**src/rtl/ysyx_23060187_decode_stage.sv**
```systemverilog
// RV32I/RV32E decode stage: decodes {pc, inst} on accept and queues the result
// in a small shift FIFO whose head drives the registered outputs.
module ysyx_23060187_decode_stage #(
    parameter int XLEN      = 32,
    parameter int BUF_DEPTH = 2,
    parameter int RV32E     = 0
) (
    input  logic            clk,
    input  logic            rst_n,
    input  logic            flush,
    input  logic            in_valid,
    output logic            in_ready,
    input  logic [XLEN-1:0] in_pc,
    input  logic [31:0]     in_inst,
    output logic            out_valid,
    input  logic            out_ready,
    output logic [XLEN-1:0] out_pc,
    output logic [4:0]      out_rd,
    output logic [4:0]      out_rs1,
    output logic [4:0]      out_rs2,
    output logic [2:0]      out_funct3,
    output logic            out_funct7b5,
    output logic [6:0]      out_opcode,
    output logic [2:0]      out_fmt,
    output logic [XLEN-1:0] out_imm,
    output logic            out_rs1_en,
    output logic            out_rs2_en,
    output logic            out_rd_we,
    output logic            out_illegal
);

    localparam logic [2:0] FMT_R    = 3'd0;
    localparam logic [2:0] FMT_I    = 3'd1;
    localparam logic [2:0] FMT_S    = 3'd2;
    localparam logic [2:0] FMT_B    = 3'd3;
    localparam logic [2:0] FMT_U    = 3'd4;
    localparam logic [2:0] FMT_J    = 3'd5;
    localparam logic [2:0] FMT_NONE = 3'd7;

    localparam logic [6:0] OP_LUI    = 7'b0110111;
    localparam logic [6:0] OP_AUIPC  = 7'b0010111;
    localparam logic [6:0] OP_JAL    = 7'b1101111;
    localparam logic [6:0] OP_JALR   = 7'b1100111;
    localparam logic [6:0] OP_BRANCH = 7'b1100011;
    localparam logic [6:0] OP_LOAD   = 7'b0000011;
    localparam logic [6:0] OP_STORE  = 7'b0100011;
    localparam logic [6:0] OP_IMM    = 7'b0010011;
    localparam logic [6:0] OP_OP     = 7'b0110011;
    localparam logic [6:0] OP_MISC   = 7'b0001111;
    localparam logic [6:0] OP_SYSTEM = 7'b1110011;

    localparam logic [1:0] DEPTH_C = 2'(BUF_DEPTH);

    typedef struct packed {
        logic [XLEN-1:0] pc;
        logic [4:0]      rd;
        logic [4:0]      rs1;
        logic [4:0]      rs2;
        logic [2:0]      funct3;
        logic            funct7b5;
        logic [6:0]      opcode;
        logic [2:0]      fmt;
        logic [XLEN-1:0] imm;
        logic            rs1_en;
        logic            rs2_en;
        logic            rd_we;
        logic            illegal;
    } entry_t;

    function automatic entry_t decode(input logic [XLEN-1:0] pc, input logic [31:0] inst);
        entry_t          e;
        logic [2:0]      fmt;
        logic            known;
        logic            rs1_u;
        logic            rs2_u;
        logic            rd_u;
        logic            rd_we;
        logic            bad_reg;
        logic [31:0]     imm32;
        logic [XLEN+31:0] ext;
        known = 1'b1;
        rs1_u = 1'b0;
        rs2_u = 1'b0;
        rd_u  = 1'b0;
        fmt   = FMT_NONE;
        case (inst[6:0])
            OP_LUI, OP_AUIPC: begin fmt = FMT_U; rd_u = 1'b1; end
            OP_JAL:           begin fmt = FMT_J; rd_u = 1'b1; end
            OP_JALR, OP_LOAD, OP_IMM, OP_SYSTEM: begin
                fmt = FMT_I; rs1_u = 1'b1; rd_u = 1'b1;
            end
            OP_BRANCH:        begin fmt = FMT_B; rs1_u = 1'b1; rs2_u = 1'b1; end
            OP_STORE:         begin fmt = FMT_S; rs1_u = 1'b1; rs2_u = 1'b1; end
            OP_OP:            begin fmt = FMT_R; rs1_u = 1'b1; rs2_u = 1'b1; rd_u = 1'b1; end
            OP_MISC:          begin fmt = FMT_I; end
            default:          begin known = 1'b0; end
        endcase
        case (fmt)
            FMT_I:   imm32 = {{20{inst[31]}}, inst[31:20]};
            FMT_S:   imm32 = {{20{inst[31]}}, inst[31:25], inst[11:7]};
            FMT_B:   imm32 = {{19{inst[31]}}, inst[31], inst[7], inst[30:25], inst[11:8], 1'b0};
            FMT_U:   imm32 = {inst[31:12], 12'd0};
            FMT_J:   imm32 = {{11{inst[31]}}, inst[31], inst[19:12], inst[20], inst[30:21], 1'b0};
            default: imm32 = 32'd0;
        endcase
        ext     = {{XLEN{imm32[31]}}, imm32};
        rd_we   = rd_u && (inst[11:7] != 5'd0);
        // RV32E only has x0..x15; any live index with bit 4 set is unencodable
        bad_reg = (RV32E != 0) && ((rs1_u && inst[19]) || (rs2_u && inst[24]) || (rd_we && inst[11]));
        e.pc       = pc;
        e.rd       = inst[11:7];
        e.rs1      = inst[19:15];
        e.rs2      = inst[24:20];
        e.funct3   = inst[14:12];
        e.funct7b5 = inst[30];
        e.opcode   = inst[6:0];
        e.illegal  = (inst[1:0] != 2'b11) || !known || bad_reg;
        if (e.illegal) begin
            e.fmt    = FMT_NONE;
            e.imm    = '0;
            e.rs1_en = 1'b0;
            e.rs2_en = 1'b0;
            e.rd_we  = 1'b0;
        end else begin
            e.fmt    = fmt;
            e.imm    = ext[XLEN-1:0];
            e.rs1_en = rs1_u;
            e.rs2_en = rs2_u;
            e.rd_we  = rd_we;
        end
        return e;
    endfunction

    entry_t     buf_q  [BUF_DEPTH];
    entry_t     buf_d  [BUF_DEPTH];
    entry_t     next_s [BUF_DEPTH];
    entry_t     dec_s;
    logic [1:0] count_q;
    logic [1:0] count_d;
    logic [1:0] wr_idx_s;
    logic       ready_q;
    logic       ready_d;
    logic       valid_q;
    logic       valid_d;
    logic       push_s;
    logic       pop_s;

    assign dec_s    = decode(in_pc, in_inst);
    assign push_s   = in_valid && ready_q && !flush;
    assign pop_s    = (count_q != 2'd0) && out_ready && !flush;
    assign wr_idx_s = count_q - {1'b0, pop_s};

    // Shifted view of the buffer used when the head is popped
    for (genvar g = 0; g < BUF_DEPTH; g++) begin : g_shift
        if (g == BUF_DEPTH - 1) begin : g_last
            assign next_s[g] = buf_q[g];
        end else begin : g_mid
            assign next_s[g] = buf_q[g+1];
        end
    end

    // Next-state for occupancy, ready, valid and buffer contents
    always_comb begin
        if (flush) begin
            count_d = 2'd0;
        end else begin
            count_d = count_q + {1'b0, push_s} - {1'b0, pop_s};
        end
        ready_d = (count_d < DEPTH_C);
        valid_d = (count_d != 2'd0);
        for (int i = 0; i < BUF_DEPTH; i++) begin
            if (push_s && (wr_idx_s == 2'(i))) begin
                buf_d[i] = dec_s;
            end else if (pop_s) begin
                buf_d[i] = next_s[i];
            end else begin
                buf_d[i] = buf_q[i];
            end
        end
    end

    // State registers
    always_ff @(posedge clk or negedge rst_n) begin
        if (!rst_n) begin
            count_q <= 2'd0;
            ready_q <= 1'b1;
            valid_q <= 1'b0;
            for (int i = 0; i < BUF_DEPTH; i++) begin
                buf_q[i] <= '0;
            end
        end else begin
            count_q <= count_d;
            ready_q <= ready_d;
            valid_q <= valid_d;
            for (int i = 0; i < BUF_DEPTH; i++) begin
                buf_q[i] <= buf_d[i];
            end
        end
    end

    assign in_ready     = ready_q;
    assign out_valid    = valid_q;
    assign out_pc       = buf_q[0].pc;
    assign out_rd       = buf_q[0].rd;
    assign out_rs1      = buf_q[0].rs1;
    assign out_rs2      = buf_q[0].rs2;
    assign out_funct3   = buf_q[0].funct3;
    assign out_funct7b5 = buf_q[0].funct7b5;
    assign out_opcode   = buf_q[0].opcode;
    assign out_fmt      = buf_q[0].fmt;
    assign out_imm      = buf_q[0].imm;
    assign out_rs1_en   = buf_q[0].rs1_en;
    assign out_rs2_en   = buf_q[0].rs2_en;
    assign out_rd_we    = buf_q[0].rd_we;
    assign out_illegal  = buf_q[0].illegal;

endmodule

```
**config.mk**
```make
export PLATFORM = sky130hd
export DESIGN_NAME = ysyx_23060187_decode_stage
export DESIGN_NICKNAME = d
export VERILOG_FILES = /design/src/rtl/ysyx_23060187_decode_stage.sv
export SDC_FILE = /design/constraint.sdc
export NUM_CORES = 1
export LEC_CHECK = 0
export ABC_AREA = 1
export BUFFER_PORTS_ARGS = -buffer_cell sky130_fd_sc_hd__buf_2
export CAP_MARGIN = 20
export CORE_MARGIN = 2
export CORE_UTILIZATION = 40
export CTS_BUF_LIST = sky130_fd_sc_hd__clkbuf_2 sky130_fd_sc_hd__clkbuf_4 sky130_fd_sc_hd__clkbuf_8
export DETAILED_ROUTE_END_ITERATION = 6
export GPL_ROUTABILITY_DRIVEN = 0
export PLACE_DENSITY = 0.59
export SYNTH_ARGS = -nofsm -noshare
export SYNTH_HDL_FRONTEND = slang
export SYNTH_SLANG_ARGS = --single-unit
```
**constraint.sdc**
```tcl
create_clock -name clk -period 2.3 [get_ports clk]
set_input_delay 0.115 -clock clk [delete_from_list [all_inputs] [get_ports clk]]
set_output_delay 0.115 -clock clk [all_outputs]
set_load 0.02 [all_outputs]
```
==> load_flow_metrics.sql <==
INSERT INTO impl_metrics (metric_group, metric, value, unit) VALUES
('critical_path', 'cp-startpoint', 'count_q[0]$_DFF_PN0_', ''),
('power', 'vdd_drop_max', '0.565', 'mV'),
('cells_and_area', 'insertedDiodeCount', '0', ''),
('die', 'core_area', '23600', 'µm²'),
('power', 'pwr-share-clk', '19.6', '%'),
('grt', 'first_global_vias', '7850', ''),
('min_path', 'timing.hold.worst.start', 'in_inst[11]', ''),
('critical_path', 'cp_capture_type', 'flip-flop', ''),
('clock_network', 'clk_latency', '0.47', 'ns'),
('die', 'die_y', '160', 'µm'),
('clock_network', 'clock-root-buffer', 'sky130_fd_sc_hd__clkbuf_8', ''),
('grt', 'first_pass_grt_wire_length', '41500', 'µm'),
('cells_and_area', 'finalNetCount', '1386', ''),
('timing', 'worst-slew-pin-transition', '0.584', 'ns'),
('timing', 'final.period_utilization', '95.5', '%'),
('yosys', 'synth_area_per_cell', '8.18', 'µm²'),
('yosys', 'postSynthCellCount', '1184', ''),
('routing', 'routed_wire_length_per_instance', '15.4', 'µm'),
('routing', 'drc', '0', ''),
('outcome', 'status', 'completed', ''),
('critical_path', 'required', '2.66', 'ns'),
('power', 'switching_share', '38.3', '%'),
('timing', 'fmax', '0.455', 'GHz'),
('routing', 'route.detailed.vias_per_inst', '4.80', ''),
('timing', 'hold-worst-slack', '0.0464', 'ns'),
('critical_path', 'cell_with_the_largest_stage_delay_on_the_worst_path', 'sky130_fd_sc_hd__dfrtp_1', ''),
('timing', 'timing.final.hold_violations', '0', ''),
('grt', 'grt_start_max_net_pins', '67', ''),
('cells_and_area', 'synthToLayoutAreaGrowth', '17.0', '%'),
('power', 'pwr-share-comb', '33.9', '%'),
('yosys', 'ys_seq_elements', '198', ''),
('clock_network', 'numCtsBuffers', '17', ''),
('grt', 'antenna_found_initial', '0', ''),
('routing', 'routed-via-count', '7896', ''),
('yosys', 'mappedNetlistNets', '1256', ''),
('timing', 'drv_slew', '0', ''),
('critical_path', 'critical_path.max_stage_delay', '0.41', 'ns'),
('grt', 'total_routing_usage_reported_by_global_routing', '20.3', '%'),
('routing', 'totalWireLength', '25300', 'µm'),
('die', 'placementRows', '56', ''),
('die', 'die_area', '25500', 'µm²'),
('routing', 'drt_iter0_drc', '536', ''),
('clock_network', 'clock_tree_from_tritoncts', 'built', ''),
('power', 'cellInternalPower', '6.93', 'mW'),
('place', 'place.detailed.hpwl', '16500', 'µm'),
('cells_and_area', 'drive_gt1_share', '18.8', '%'),
('critical_path', 'timing.rr.start', 'count_q[0]$_DFF_PN0_', ''),
('power', 'totalPowerFinal', '11.2', 'mW'),
('clock_network', 'clock_sink_count', '198', ''),
('yosys', 'synth_area', '9680', 'µm²'),
('critical_path', 'cpLargestDelayFamily', 'simple AND/OR/NAND/NOR gates', ''),
('grt', 'gr-total-overflow', '0', ''),
('power', 'switching_power', '4.31', 'mW'),
('clock_network', 'postCtsSetupRepairBufs', '0', ''),
('timing', 'min_period', '2.20', 'ns'),
('routing', 'postRouteAntennaNets', '0', ''),
('die', 'die_w', '160', 'µm'),
('yosys', 'yosys_warns', '0', ''),
('power', 'power_leakage', '6.03', 'nW'),
('die', 'start_util', '41.0', '%'),
('power', 'sequential_cell_fraction_of_total_power', '46.6', '%'),
('critical_path', 'critPathLaunchType', 'flip-flop', ''),
('critical_path', 'crit_buf_inv', '3', ''),
('run', 'timing.max_cap.violations', '0', ''),
('cells_and_area', 'layout.cells.most_common', 'sky130_fd_sc_hd__nand2_1', ''),
('critical_path', 'worst_ep_arrival_time', '2.55', 'ns'),
('critical_path', 'timing_worst_setup_path_type', 'flip-flop to flip-flop', ''),
('place', 'placed_cells', '1548', ''),
('clock_network', 'clock_tree.buffer_depth', '2', ''),
('clock_network', 'htree_num_levels', '4', ''),
('timing', 'max_slew_margin', '61.0', '%');
-- worst min-delay path, stage by stage --
cell                      delay, ns
sky130_fd_sc_hd__buf_2         0.13
sky130_fd_sc_hd__nand2_1       0.07
sky130_fd_sc_hd__nand2_1       0.08
sky130_fd_sc_hd__nand2_1       0.07
sky130_fd_sc_hd__nand2_1       0.04
-- final cells by class --
| class | count | area (µm²) |
|---|---|---|
| Clock buffer | 19 | 249 |
| Tap cell | 319 | 399 |
| Fill cell | 2349 | 12300 |
| Sequential cell | 198 | 4960 |
| Multi-Input combinational cell | 722 | 3340 |
| Clock inverter | 13 | 123 |
| Inverter | 115 | 432 |
| Timing Repair Buffer | 260 | 1830 |
-- path summary, 6_finish.rpt --
path                                            to  cells past startpoint
max                         out_fmt[1]$_DFFE_PN0P_                      9
min                         out_imm[4]$_DFFE_PN0P_                      5
max reg2reg                 out_fmt[1]$_DFFE_PN0P_                      9
min reg2reg                  buf_q[30]$_DFFE_PN0P_                      2
max in group asynchronous   out_pc[31]$_DFFE_PN0P_                      3
min in group asynchronous  out_imm[16]$_DFFE_PN0P_                      2
-- power by group through the flow --
stage                     clock (mW)  combinational (mW)  sequential [mW]
final                           2.20                3.80             5.24
after global routing            2.41                4.25             5.39
after CTS                       2.26                3.83             5.25
after floorplan                    0                3.20             5.21
after global placement             0                3.67             5.28
after detailed placement           0                3.72             5.31
-- state kept, by name, indices dropped and copies added (netlist names), 2 cells and up --
register,cells
out_imm,32
out_rd,5
out_fmt,3
out_funct3,3
buf_q,97
out_rs1,5
out_opcode,7
out_rs2,5
count_q,2
out_pc,32
-- cell families after synthesis --
group	after synthesis	synth area share [%]
flops	198	51.2
xor+xnor	2	0.181
buf+inv	264	14.6
simple gates	561	23.5
fa+ha+maj	3	0.388
compound gates	156	10.1
-- Yosys cell counts, drive strengths merged --
library cell	instances	area [µm²]
xor2	1	8.76
nor2	45	196
nand3b	1	7.51
inv	114	428
a21oi	11	66.3
o21bai	8	60.1
ha	3	37.5
o21a	1	7.51
xnor2	1	8.76
o221ai	9	78.8
dfstp	1	26.3
nand4	1	6.26
nand2	448	1710
o21ai	74	370
nand3	63	325
a31oi	1	6.26
clkinv	1	3.75
buf	134	928
o211ai	52	390
clkbuf	15	56.3
nor3	3	25.0
dfrtp	197	4930
-- per-stage QoR --
step	area (µm²)	utilization, %	setup WS, ns	setup TNS, ns
after floorplan	9680	-	0.0506	0
after global placement	10300	43.5	0.172	0
after detailed placement	10300	43.5	0.0889	0
after CTS	11300	47.8	0.0605	0
after global routing	11300	48.0	-0.0167	-0.0167
final	11300	48.0	0.103	0
-- repair_timing --
item                       CTS  global route
setup endpoints to repair    0            47
hold endpoints to repair   182             0
hold buffers                65             0
gates resized for setup      0             5
-- routing by layer --
| metal | track usage (%) | up-vias | wire length, µm |
|---|---|---|---|
| li1 | - | 3891 | - |
| met1 | 28.4 | 3769 | 12100 |
| met2 | 32.3 | 213 | 11500 |
| met3 | 4.14 | 23 | 1350 |
| met4 | 5.37 | 0 | 376 |
| met5 | 0 | - | 0 |
Note: power is estimated with default switching activity, not from simulation.
